===== src/rtl/hs_mem_pkg.sv =====
// Shared types and LFSR helper for the parametrised handshake memory.
package hs_mem_pkg;

    typedef enum logic [1:0] {StIdle, StWait, StAck, StAbort} state_t;

    // Taps 16,14,13,11 of a right-shifting Fibonacci LFSR land on bits 0,2,3,5.
    localparam logic [15:0] LFSR_TAPS = 16'h002D;

    function automatic logic [15:0] next_lfsr(input logic [15:0] cur);
        return {^(cur & LFSR_TAPS), cur[15:1]};
    endfunction

endpackage


===== src/rtl/hs_mem_param_lat_gen.sv =====
// Access-latency generator: fixed MAX_LAT, or an LFSR value folded into [MIN_LAT, MAX_LAT].
module lat_gen
    import hs_mem_pkg::*;
#(
    parameter int unsigned MIN_LAT  = 1,
    parameter int unsigned MAX_LAT  = 10,
    parameter int unsigned RAND_LAT = 1,
    parameter logic [15:0] SEED     = 16'hACE1
) (
    input  logic       clk,
    input  logic       rst_n,
    input  logic       step,
    output logic [3:0] lat
);

    localparam int unsigned SPAN = MAX_LAT - MIN_LAT + 1;

    logic [15:0] lfsr_q;

    always_ff @(posedge clk or negedge rst_n) begin
        if (!rst_n) begin
            lfsr_q <= SEED;
        end else if (step) begin
            lfsr_q <= next_lfsr(lfsr_q);
        end
    end

    // lat reflects the pre-step value, so it is valid in the same cycle step is raised.
    always_comb begin
        if (RAND_LAT != 0) begin
            lat = 4'(MIN_LAT + (32'(lfsr_q) % SPAN));
        end else begin
            lat = 4'(MAX_LAT);
        end
    end

endmodule


===== src/rtl/hs_mem_param.sv =====
// Single-port request/ack memory with variable latency, byte-enabled writes and abort pulses.
module hs_mem_param
    import hs_mem_pkg::*;
#(
    parameter int unsigned DATA_W   = 8,
    parameter int unsigned ADDR_W   = 5,
    parameter int unsigned MIN_LAT  = 1,
    parameter int unsigned MAX_LAT  = 10,
    parameter int unsigned RAND_LAT = 1,
    parameter logic [15:0] SEED     = 16'hACE1
) (
    input  logic                  clk,
    input  logic                  rst_n,
    input  logic                  read,
    input  logic                  write,
    input  logic [ADDR_W-1:0]     addr,
    input  logic [DATA_W-1:0]     data_i,
    input  logic [DATA_W/8-1:0]   be,
    output logic [DATA_W-1:0]     data_o,
    output logic                  ack,
    output logic                  abort
);

    localparam int unsigned NUM_BYTES = DATA_W / 8;
    localparam int unsigned DEPTH     = 2 ** ADDR_W;

    if ((DATA_W % 8) != 0 || DATA_W == 0) begin : g_bad_data_w
        $error("hs_mem_param: DATA_W must be a non-zero multiple of 8");
    end
    if (MIN_LAT > MAX_LAT || MAX_LAT > 15) begin : g_bad_lat
        $error("hs_mem_param: need MIN_LAT <= MAX_LAT <= 15");
    end
    if (SEED == 16'h0000) begin : g_bad_seed
        $error("hs_mem_param: SEED must be non-zero");
    end

    state_t                 state_q, state_d;
    logic [3:0]             cnt_q, cnt_d;
    logic                   accept;
    logic                   op_write_q;
    logic [ADDR_W-1:0]      addr_q;
    logic [DATA_W-1:0]      wdata_q;
    logic [NUM_BYTES-1:0]   be_q;
    logic                   req_stable;
    logic [3:0]             lat;
    logic [DATA_W-1:0]      mem [DEPTH];

    lat_gen #(
        .MIN_LAT  (MIN_LAT),
        .MAX_LAT  (MAX_LAT),
        .RAND_LAT (RAND_LAT),
        .SEED     (SEED)
    ) u_lat_gen (
        .clk   (clk),
        .rst_n (rst_n),
        .step  (accept),
        .lat   (lat)
    );

    // The bus must hold exactly the request it launched for the whole wait.
    always_comb begin
        if (op_write_q) begin
            req_stable = write && !read && (addr == addr_q) && (data_i == wdata_q) && (be == be_q);
        end else begin
            req_stable = read && !write && (addr == addr_q);
        end
    end

    always_comb begin
        state_d = state_q;
        cnt_d   = cnt_q;
        accept  = 1'b0;
        unique case (state_q)
            StIdle: begin
                if (read && write) begin
                    state_d = StAbort;
                end else if (read ^ write) begin
                    accept  = 1'b1;
                    cnt_d   = lat;
                    state_d = StWait;
                end
            end
            StWait: begin
                if (!req_stable) begin
                    state_d = StAbort;
                end else if (cnt_q == 4'd0) begin
                    state_d = StAck;
                end else begin
                    cnt_d = cnt_q - 4'd1;
                end
            end
            StAck, StAbort: state_d = StIdle;
            default:        state_d = StIdle;
        endcase
    end

    always_ff @(posedge clk or negedge rst_n) begin
        if (!rst_n) begin
            state_q    <= StIdle;
            cnt_q      <= 4'd0;
            op_write_q <= 1'b0;
            addr_q     <= '0;
            wdata_q    <= '0;
            be_q       <= '0;
        end else begin
            state_q <= state_d;
            cnt_q   <= cnt_d;
            if (accept) begin
                op_write_q <= write;
                addr_q     <= addr;
                wdata_q    <= data_i;
                be_q       <= be;
            end
        end
    end

    // Storage is deliberately not reset; a reset ahead of ACK leaves it untouched.
    always_ff @(posedge clk) begin
        if (state_q == StAck && op_write_q) begin
            for (int k = 0; k < NUM_BYTES; k++) begin
                if (be_q[k]) begin
                    mem[addr_q][8*k +: 8] <= wdata_q[8*k +: 8];
                end
            end
        end
    end

    always_comb begin
        ack    = (state_q == StAck);
        abort  = (state_q == StAbort);
        data_o = (ack && !op_write_q) ? mem[addr_q] : '0;
    end

endmodule


===== config.mk =====
export PLATFORM = sky130hd
export DESIGN_NAME = hs_mem_param
export DESIGN_NICKNAME = d
export VERILOG_FILES = /design/src/rtl/hs_mem_pkg.sv /design/src/rtl/hs_mem_param_lat_gen.sv /design/src/rtl/hs_mem_param.sv
export SDC_FILE = /design/constraint.sdc
export NUM_CORES = 1
export LEC_CHECK = 0
export ABC_AREA = 1
export CORE_UTILIZATION = 35
export CTS_CLUSTER_SIZE = 14
export DETAILED_ROUTE_END_ITERATION = 12
export HOLD_SLACK_MARGIN = 0.12
export MAX_ROUTING_LAYER = met4
export PLACE_DENSITY = 0.48
export SLEW_MARGIN = 20
export SYNTH_ARGS = -nofsm -noshare
export SYNTH_HDL_FRONTEND = slang
export SYNTH_SLANG_ARGS = --single-unit

===== constraint.sdc =====
create_clock -name clk -period 15.9 [get_ports clk]
set_input_delay 3.18 -clock clk [delete_from_list [all_inputs] [get_ports clk]]
set_output_delay 3.18 -clock clk [all_outputs]
set_load 0.02 [all_outputs]

==> run metrics <==
Clock Tree Buf Depth 3; Post-Syn Nets 1809; die width 218 um; maxcap violations 0; WS Path Type reg -> reg; Tightest Pin Transition 0.984 ns; die area 47400 um2; Seq/Total Area, Yosys 53.0%; crit end category flip-flop; Die Y-Extent 218 um; ys flop type edfxtp_1; Hold Path Class reg -> reg; CP most frequent cell nand2_1; total track usage 20.9%; H-tree level count 2; internal power 0.00157 W; TritonCTS buffer count 35; critical path arrival 12.56 ns; final setup vio count 0; WL final 46.8 mm; Peak VDD IR 0.133 mV; Finished Layout Cells 2428; Synth Cell Area 16300 um2; Final Hold Vio Count 0; share of flip-flops with an asynchronous set or reset 12.6%; CTS tree built; via count 12600; Avg WL per Cell 19.3 um; P_sw 0.000814 W; post-CTS sizing 0; drt first pass iters 5; PortBufs 27; Final HPWL DP 32.2 mm; period utilization 76.3%; FF+latch count, synth 293; setup TNS 0 ns; synth warn 0; clock network power share 32.8%; leak pwr 7.76 nW; setup ws final 3.76 ns; CORE AREA 45700 um2; RSZ-0062 raised after global routing false; Min Hold Slack 0.489 ns; PD cells 131 nW/um2; CP max stage cell nand2_1; Post-CTS Setup Bufs 0; pre-CTS setup slack 3.86 ns; Yosys cell types 53; max_slew headroom 33.8%; CTS sink count 293; Core Rows 78; Residual DRC 0; layout cell share with drive strength beyond 1 12.3%; GRT overflow 0; Logic pwr share 25.9%; root buffer cell clkbuf_16; routability cong. 0.860; Iter 0 DRT Violations 845; Clock Latency Late Sink 0.56 ns; initial antenna violation count 0; Clock Skew 0.0265 ns; f_max 82.4 MHz; Cells after Synth 1782; Clk pin slew, worst setup/hold paths 0.06 ns; Initial Util 35.7%; Final Max Slew Viols 0; vias in the first global route 12700; worst endpoint required time 16.33 ns; routed vias/inst 5.21; largest net degree at the start of global routing 60; I/O pin count 28; max incr delay on CP 0.44 ns; sw frac 34.1%; status complete, no violations; # nets final 1830; Post-synth EDFFs 256; antenna cells 0; startpoint types flip-flop; placed cell count 2366; first-pass GRT wire length 73.6 mm; antenna-violating nets left 0; maximum fanout along the worst path 23; Sequential Power Share 41.4%; hold-fix buffers at CTS 0; Layout area overhead 12.3%; syn_area_per_cell 9.14 um2; Tmin final 12.14 ns
cell usage in the layout (no fill, tap or decap), types with 15 or more instances in the layout:
cell,netlist,layout
a21oi_1,65,65
a22oi_1,128,128
buf_4,1,18
clkbuf_16,0,36
clkdlybuf4s50_1,0,26
clkinv_1,9,15
dfrtp_1,29,29
edfxtp_1,256,256
inv_1,165,164
inv_2,34,35
nand2_1,424,424
nand2_2,30,30
nand3_1,144,143
nand3_2,20,21
nand4_1,62,62
nor2_1,134,131
nor2_4,12,15
o21ai_0,39,39
xor2_1,23,23
flip-flops by register name, summed over array words and instances (netlist names):
register          flops
state_q               2
be_q                  1
op_write_q            1
wdata_q               8
addr_q                5
mem                 256
cnt_q                 4
u_lat_gen.lfsr_q     16
routing by layer:
| layer | vias to the layer above | global-route usage, % | wire [um] |
|---|---|---|---|
| met3 | 69 | 2.69 | 1820 |
| met2 | 249 | 34.8 | 22700 |
| li1 | 6226 | - | - |
| met4 | 0 | 5.70 | 1070 |
| met1 | 6098 | 26.6 | 21200 |
| met5 | - | - | 0 |
final cells by class:
cell class	count	area [um2]
sequential	293	8620
timing repair buffer	45	400
inverter	208	781
tap	600	751
multi-input combinational	1220	6620
fill	4552	27400
clock buffer	45	965
clock inverter	17	154
path summary, 6_finish.rpt:
| kind | from | endpoint | slack, ns | cells past startpoint |
|---|---|---|---|---|
| setup reg to reg | u_lat_gen.lfsr_q[3] | cnt_q[1] | 3.76 | 69 |
| max in group asynchronous | rst_n | u_lat_gen.lfsr_q[14] | 12.74 | 2 |
| hold / removal | cnt_q[2] | cnt_q[2] | 0.49 | 2 |
| hold reg to reg | cnt_q[2] | cnt_q[2] | 0.49 | 2 |
| min in group asynchronous | rst_n | cnt_q[0] | 2.72 | 2 |
| setup / recovery | u_lat_gen.lfsr_q[3] | cnt_q[1] | 3.76 | 69 |
per-stage QoR:
stage | total power [W] | area (um2) | util, %
floorplan | 0.00135 | 16300 | -
global placement | 0.00163 | 17200 | 37.6
detailed placement | 0.00163 | 17200 | 37.6
CTS | 0.00242 | 18300 | 40.1
global route | 0.00250 | 18300 | 40.1
finish | 0.00239 | 18300 | 40.1
cells in the mapped netlist (7+ instances only):
| master | number | area [um2] |
|---|---|---|
| nand2_1 | 424 | 1590 |
| edfxtp_1 | 256 | 7690 |
| inv_1 | 165 | 619 |
| nand3_1 | 144 | 721 |
| nor2_1 | 134 | 503 |
| a22oi_1 | 128 | 961 |
| a21oi_1 | 65 | 325 |
| nand4_1 | 62 | 388 |
| o21ai_0 | 39 | 195 |
| inv_2 | 34 | 128 |
| clkbuf_1 | 33 | 124 |
| nand2_2 | 30 | 188 |
| dfrtp_1 | 29 | 726 |
| xor2_1 | 23 | 201 |
| nand3_2 | 20 | 200 |
| nor2_2 | 14 | 87.6 |
| nor3_1 | 14 | 70.1 |
| a31oi_1 | 12 | 75.1 |
| buf_1 | 12 | 45.0 |
| nor2_4 | 12 | 135 |
| o21ai_1 | 12 | 60.1 |
| clkinv_1 | 9 | 33.8 |
| ha_1 | 9 | 113 |
| buf_6 | 8 | 90.1 |
| dfstp_2 | 8 | 210 |
| nand2_4 | 8 | 90.1 |
| nand3b_1 | 8 | 60.1 |
| nor4_1 | 8 | 50.1 |
| xnor2_1 | 8 | 70.1 |
| buf_2 | 7 | 35.0 |
| nor3b_1 | 7 | 52.6 |
worst max-delay path, delay by kind of cell, from the launching register on:
kind | cells | cell delay (ns)
adder cells (fa/ha/maj) | 2 | 0.64
buffers and inverters | 6 | 0.73
flip-flops | 1 | 0.43
AO/OA/AOI/OAI | 3 | 0.64
AND/OR/NAND/NOR | 58 | 9.53
cell families after synthesis:
logic type	Yosys count	synth area share (%)
AOI/OAI and AO/OA	281	11.4
xor gates and xnor gates	31	1.67
adders and majority gates	9	0.691
buffers and inverters	269	6.65
DFF	293	53.0
muxes	3	0.207
and+or+nand+nor	896	26.5
power groups by stage:
| stage | registers, W | clock network, W | logic [W] |
|---|---|---|---|
| after CTS | 0.000989 | 0.000798 | 0.000630 |
| after detailed placement | 0.00100 | 0 | 0.000629 |
| final | 0.000988 | 0.000782 | 0.000618 |
| after global placement | 0.00100 | 0 | 0.000625 |
| after global routing | 0.000992 | 0.000831 | 0.000674 |
| after floorplan | 0.00103 | 0 | 0.000323 |
(Power assumes the default switching activity.)
